`src/rtl/alu_adder_seq.sv`:
```
// alu_adder_seq: multi-cycle add/sub, CHUNK bits per clock with rippled carry and start/busy/done handshake
module alu_adder_seq #(
  parameter int WIDTH = 32,
  parameter int CHUNK = 8
) (
  input  logic             clk,
  input  logic             rst_n,
  input  logic             start,
  input  logic             sub,
  input  logic [WIDTH-1:0] A,
  input  logic [WIDTH-1:0] B,
  output logic             busy,
  output logic             done,
  output logic [WIDTH-1:0] Sum,
  output logic             Cout,
  output logic             Ovf,
  output logic             Zero
);
  localparam int N  = WIDTH / CHUNK;
  localparam int IW = N > 1 ? $clog2(N) : 1;
  typedef enum logic {IDLE, RUN} state_t;
  state_t state, state_nx;
  logic [IW-1:0] idx;
  logic [WIDTH-1:0] op_a, op_b, part, full;
  logic carry, last, accept, ovf;
  logic [CHUNK:0] csum;
  assign csum = {1'b0, op_a[idx*CHUNK +: CHUNK]} + {1'b0, op_b[idx*CHUNK +: CHUNK]} + {{CHUNK{1'b0}}, carry};
  assign last = idx == IW'(N - 1);
  assign accept = state == IDLE && start;
  assign busy = state == RUN;
  assign ovf = full[WIDTH-1] ^ op_a[WIDTH-1] ^ op_b[WIDTH-1] ^ csum[CHUNK];
  always_comb begin
    full = part;
    full[idx*CHUNK +: CHUNK] = csum[CHUNK-1:0];
  end
  always_comb begin
    state_nx = state;
    if (accept) state_nx = RUN;
    else if (state == RUN && last) state_nx = IDLE;
  end
  always_ff @(posedge clk) state <= !rst_n ? IDLE : state_nx;
  always_ff @(posedge clk) begin
    if (!rst_n) begin
      idx   <= '0;
      op_a  <= '0;
      op_b  <= '0;
      part  <= '0;
      carry <= 1'b0;
      done  <= 1'b0;
      Sum   <= '0;
      Cout  <= 1'b0;
      Ovf   <= 1'b0;
      Zero  <= 1'b0;
    end else begin
      done <= 1'b0;
      if (accept) begin
        op_a  <= A;
        op_b  <= B ^ {WIDTH{sub}};
        carry <= sub;
        part  <= '0;
        idx   <= '0;
      end else if (state == RUN) begin
        part  <= full;
        carry <= csum[CHUNK];
        idx   <= last ? '0 : idx + 1'b1;
        if (last) begin
          Sum  <= full;
          Cout <= csum[CHUNK];
          Ovf  <= ovf;
          Zero <= full == '0;
          done <= 1'b1;
        end
      end
    end
  end
endmodule

```
`config.mk`:
```
export PLATFORM = sky130hd
export DESIGN_NAME = alu_adder_seq
export DESIGN_NICKNAME = d
export VERILOG_FILES = /design/src/rtl/alu_adder_seq.sv
export SDC_FILE = /design/constraint.sdc
export NUM_CORES = 1
export LEC_CHECK = 0
export CORE_ASPECT_RATIO = 0.7
export CORE_MARGIN = 2
export CORE_UTILIZATION = 53
export CTS_CLUSTER_SIZE = 30
export DETAILED_ROUTE_END_ITERATION = 8
export PLACE_DENSITY = 0.8
export SYNTH_ARGS = -nofsm -noshare
export SYNTH_HDL_FRONTEND = slang
export SYNTH_SLANG_ARGS = --single-unit
```
`constraint.sdc`:
```
create_clock -name clk -period 4.6 [get_ports clk]
set_input_delay 0.69 -clock clk [delete_from_list [all_inputs] [get_ports clk]]
set_output_delay 0.69 -clock clk [all_outputs]
set_load 0.005 [all_outputs]
```
==> metrics.yaml, run 1 <==
status: "complete, no violations"
critPathArrivalTime_ps: 4060
ctsHoldBuffers: 0
fin_tns_setup_ps: 0
io_buffers: 104
grt_max_degree: 95
ys_warn_count: 0
synth.top_cells.by_count: "136 x dfxtp_1, 104 x nand2_1, 84 x nor2_1"
relSlewSlack: 0.211
drv_slew: 0
async_reset_ff_frac: 0
synth_cell_types: 50
fin_nets: 875
clockBufferDepth: 2
core_sq_um: 11600
ys_seq_area_frac: 0.433
fin_cells: 960
min_path_cells: 2
path_buf_inv: 0
r2r_cells: 9
antenna_left: 0
synth_xor_area_frac: 0.0599
avgViaCountPerCell: 5.81
chipHeight_um: 95.1
cts_root_buf: "clkbuf_16"
cts_sinks: 136
clk_latency_ps: 420
avgRoutedWirePerCell_um: 17.5
worstSetupPathType: "flop to flop"
path_cells: "mux4_2, fa_1, fa_1, a21oi_1, o22ai_1, o41ai_1, xnor2_1, xnor2_1, o21ai_0"
drt-initial-drc-count: 446
rsz0062_at_grt: "false"
drt-pass1-iter-count: 5
synth_compound_area_frac: 0.202
synth-seq-cells: 136
period_share: 0.808
grt_antenna_before_repair: 0
max_stage_delay_ps: 740
die_area_sq_um: 12800
vias: 5575
post_cts_buffers: 0
worst_slew_pin_slew_ps: 1180
p_per_area_nw_per_um2: 394
finalCriticalPeriod_ps: 3720
pin_count: 105
cts_made_buffers: 17
synthTopCellsByArea: "dfxtp_1 43%, a211oi_1 6.3%, nand2_1 6.2%"
synth_top_family_by_area: "compound AO/OA/AOI/OAI gates"
crit_required_ps: 4940
synthFlopType: "dfxtp_1"
globalplace.congestion: 0.914
peakVddDrop_mv: 0.245
syn_inst: 715
htree_num_levels: 4
clkTransAtPathRegs_ps: 60
leakage_uw: 0.00286
syn_area_per_cell_sq_um: 8.80
route.detailed.drc: 0
muxShareOfSynthArea: 0.0605
routed_wl_um: 16800
cts_tree: "done"
area_growth_pct: 27.3
yosysTopAreaCellShare: 0.433
path_depth: 9
diodes: 0
synth_edf_count: 0
synth_nets: 798
dp_hpwl_um: 11600
worst_setup_path_start_kind: "flop"
grt-ovfl-total: 0
finClkSkew_ps: 9.14
grt_use_total: 0.268
drive_gt1_frac: 0.0822
grt_pass1_vias: 5245
synth.most_common_cell: "dfxtp_1"
placementRows: 33
setup_viol: 0
worstHoldPathType: "flop to flop"
cp-end-kind: "flop"
die_w_um: 134
fmax_mhz: 269
placedCellCount: 930
synth_top_area_cell: "dfxtp_1"
synth-simple-area-share: 0.169
grt_pass1_wl_um: 26700
cts_resized: 0
synth_fa_ha_area_frac: 0.0322
cpMaxStageDelayCell: "dfxtp_1"
maxCapViolCount: 0
critical-path-top-delay-family: "compound AO/OA/AOI/OAI gates"
hold_violations: 0
crit_fanout: 10
start_util: 0.540
syn_area_sq_um: 6290
## layout by cell type (no fill, tap or decap), drive strengths merged, types with 3 or more instances in the layout
cell type / Yosys / routed
nand3: 3 / 3
xor2: 4 / 4
a211oi: 53 / 53
a31oi: 5 / 5
inv: 14 / 14
a22o: 7 / 7
a22oi: 4 / 4
clkdlybuf4s50: 0 / 103
xnor2: 39 / 39
nand2: 104 / 104
ha: 13 / 13
o22ai: 7 / 7
clkinv: 0 / 7
mux4: 16 / 16
nor2b: 25 / 25
a2bb2oi: 4 / 4
o21ai: 31 / 31
dfxtp: 136 / 136
clkbuf: 37 / 18
buf: 18 / 10
nor3: 5 / 5
nor4: 6 / 6
a32oi: 10 / 10
a21oi: 60 / 60
nor2: 84 / 84
nand3b: 3 / 3
bufinv: 0 / 4
## through the flow
stage / power [uW] / area [sq um] / hold slack [ps] / setup slack [ps] / utilization
global route: 3260 / 8000 / 471 / 617 / 0.687
global placement: 1730 / 7390 / 436 / 1040 / 0.634
finish: 3150 / 8000 / 450 / 881 / 0.687
floorplan: 1580 / 6290 / 433 / 1090 / -
CTS: 3150 / 8000 / 452 / 883 / 0.687
detailed placement: 1740 / 7390 / 443 / 927 / 0.634
## metal layers
layer,GRT usage,vias to the layer above,part of all wire
met1,0.366,2634,0.45
met5,0,-,0
met3,0.0569,30,0.072
li1,-,2660,-
met4,0.0807,0,0.019
met2,0.431,251,0.45
## sequential cells by signal (all words and copies together), names as in the netlist
| name | flops |
|---|---|
| part | 32 |
| Zero | 1 |
| busy | 1 |
| op_b | 32 |
| Sum | 32 |
| Cout | 1 |
| carry | 1 |
| idx | 2 |
| done | 1 |
| op_a | 32 |
| Ovf | 1 |
## cell families (layout without fill, tap and decap cells)
kind of cell	Yosys count	in the layout
fa+ha+maj	15	15
simple gates	241	241
buf+inv	69	157
mux	18	18
compound gates	193	193
flops	136	136
xor+xnor	43	43
## final timing paths
path	from	endpoint	slack (ps)
setup reg to reg	idx[0]$_SDFFE_PP0P_	Ovf$_SDFFE_PN0P_	880
hold / removal	op_a[29]$_SDFFE_PN0P_	op_a[29]$_SDFFE_PN0P_	450
setup / recovery	idx[0]$_SDFFE_PP0P_	Ovf$_SDFFE_PN0P_	880
hold reg to reg	op_a[29]$_SDFFE_PN0P_	op_a[29]$_SDFFE_PN0P_	450
## layout make-up
type	count	area, sq um
inverter	14	52.6
timing repair buffer	113	1100
tap	157	196
sequential	136	2720
clock inverter	12	178
fill	896	3640
clock buffer	18	439
multi-input combinational	510	3310
## worst reg2reg max path, stage by stage (launching register included)
cell and delay [ps]:
dfxtp_1 740, mux4_2 620, fa_1 440, fa_1 410
a21oi_1 230, o22ai_1 160, o41ai_1 570, xnor2_1 180
xnor2_1 150, o21ai_0 140
## report_power, final
| group | total [uW] | internal [uW] | switching (uW) |
|---|---|---|---|
| Combinational | 460 | 200 | 260 |
| Sequential | 1270 | 1230 | 37.5 |
| Clock | 1420 | 915 | 510 |
| Total | 3150 | 2350 | 807 |
Power figures use the tool's default switching activity.
==> run 2, diff against run 1 <==
--- a/config.mk
+++ b/config.mk
@@ -7,10 +7,10 @@
 export LEC_CHECK = 0
 export CORE_ASPECT_RATIO = 0.7
 export CORE_MARGIN = 2
-export CORE_UTILIZATION = 53
+export CORE_UTILIZATION = 48
 export CTS_CLUSTER_SIZE = 30
 export DETAILED_ROUTE_END_ITERATION = 8
-export PLACE_DENSITY = 0.8
+export PLACE_DENSITY = 0.76
 export SYNTH_ARGS = -nofsm -noshare
 export SYNTH_HDL_FRONTEND = slang
 export SYNTH_SLANG_ARGS = --single-unit
==> constraint.sdc (replaced) <==
create_clock -name clk -period 3.4 [get_ports clk]
set_input_delay 0.51 -clock clk [delete_from_list [all_inputs] [get_ports clk]]
set_output_delay 0.51 -clock clk [all_outputs]
set_load 0.005 [all_outputs]
==> run 2 against run 1 <==
  * Sequential share of layout area decreased by 0.27 points
  * Largest cell class unchanged
  * Clock power is 23% higher
  * Largest power group unchanged
  * Critical path depth is the same
  * Sequential cell count did not move
  * Register-to-register slack got worse by 700 ps
  * Critical endpoint is now Zero$_SDFFE_PN0P_
==> metrics.yaml, run 2 (synthesis results as in run 1) <==
cts_tree: "done"
antenna_left: 0
worstSetupPathType: "flop to flop"
n_fill_cell: 1034
drive_gt1_frac: 0.0958
htree_num_levels: 4
fin_nets: 885
globalplace.congestion: 0.931
finClkSkew_ps: 10.9
leakage_uw: 0.00290
cts_made_buffers: 17
status: "complete, no violations"
diodes: 0
period_share: 0.948
avgRoutedWirePerCell_um: 17.5
core_sq_um: 12600
placementRows: 34
die_w_um: 141
route.detailed.drc: 0
maxCapViolCount: 0
p_per_area_nw_per_um2: 511
final_common_cell: "dfxtp_1"
avgViaCountPerCell: 5.74
relSlewSlack: 0.373
worst_slew_pin_slew_ps: 939
fin_cells: 976
worst_slack_ps: 178
fin_util: 0.641
crit_required_ps: 3740
multi_input_area_sq_um: 3330
io_buffers: 104
cts_sinks: 136
cp-end-kind: "flop"
grt_use_total: 0.251
clk_latency_ps: 430
vias: 5604
cts_resized: 0
path_buf_inv: 0
post_cts_buffers: 0
start_util: 0.499
worstHoldPathType: "flop to flop"
dp_hpwl_um: 12400
finalCriticalPeriod_ps: 3220
die_area_sq_um: 14000
peakVddDrop_mv: 0.336
max_stage_delay_ps: 550
critical-path-top-delay-family: "adder cells"
crit_fanout: 5
pin_count: 105
grt-ovfl-total: 0
grt_pass1_vias: 5329
setup_viol: 0
drv_slew: 0
clockBufferDepth: 2
placedCellCount: 945
hold_violations: 0
routed_wl_um: 17100
path_cells: "mux4_2, fa_1, fa_1, a21oi_1, o22ai_1, nor2_2, xor2_2, o2111ai_1, o31ai_2"
clkTransAtPathRegs_ps: 60
cpMaxStageDelayCell: "mux4_2"
chipHeight_um: 99.8
cts_root_buf: "clkbuf_16"
critPathArrivalTime_ps: 3560
ctsHoldBuffers: 0
grt_pass1_wl_um: 27600
drt-pass1-iter-count: 5
area_growth_pct: 28.3
grt_antenna_before_repair: 0
drt-initial-drc-count: 374
seqCellArea_sq_um: 2720
fmax_mhz: 310
worst_setup_path_start_kind: "flop"
cpMostUsedCell: "fa_1"
grt_max_degree: 95
preCtsSetupSlack_ps: 126
final_cell_mix: "135 x dfxtp_1, 104 x nand2_1, 103 x clkdlybuf4s50_1"
run 2: final timing paths:
kind	start	to	slack (ps)	cells past startpoint
max	idx[0]$_SDFFE_PP0P_	Zero$_SDFFE_PN0P_	180	9
min	Sum[19]$_SDFFE_PN0P_	Sum[19]$_SDFFE_PN0P_	450	2
max reg2reg	idx[0]$_SDFFE_PP0P_	Zero$_SDFFE_PN0P_	180	9
min reg2reg	Sum[19]$_SDFFE_PN0P_	Sum[19]$_SDFFE_PN0P_	450	2
run 2: power by group:
part           internal [uW]  switching [uW]  total [uW]  leakage, uW
Sequential              1670            51.5        1720      0.00111
Combinational            291             358         649      0.00151
Clock                   1080             679        1750     0.000272
run 2: routing by layer:
| layer | GRT usage | vias to the layer above | wire length, um |
|---|---|---|---|
| li1 | - | 2682 | - |
| met2 | 0.378 | 248 | 7460 |
| met4 | 0.0777 | 0 | 235 |
| met3 | 0.0684 | 20 | 1470 |
| met1 | 0.354 | 2654 | 7930 |
| met5 | 0 | - | 0 |
run 2: layout make-up:
class / count / area share
multi-input combinational: 510 / 0.413
sequential: 136 / 0.338
timing repair buffer: 123 / 0.148
clock buffer: 24 / 0.0610
tap: 162 / 0.0251
clock inverter: 7 / 0.00853
inverter: 14 / 0.00651
run 2: metrics by stage:
stage	total power [uW]	setup TNS, ps	hold WS [ps]	area [sq um]
global placement	2370	0	435	7480
global route	4260	-2.67	471	8070
floorplan	2130	0	433	6290
CTS	4120	0	455	8040
finish	4120	0	451	8070
detailed placement	2380	0	442	7480
run 2: tightest hold or removal path, stage by stage (launching register included):
cell and delay, ps:
dfxtp_1 320, nand2_1 40, o21ai_0 50
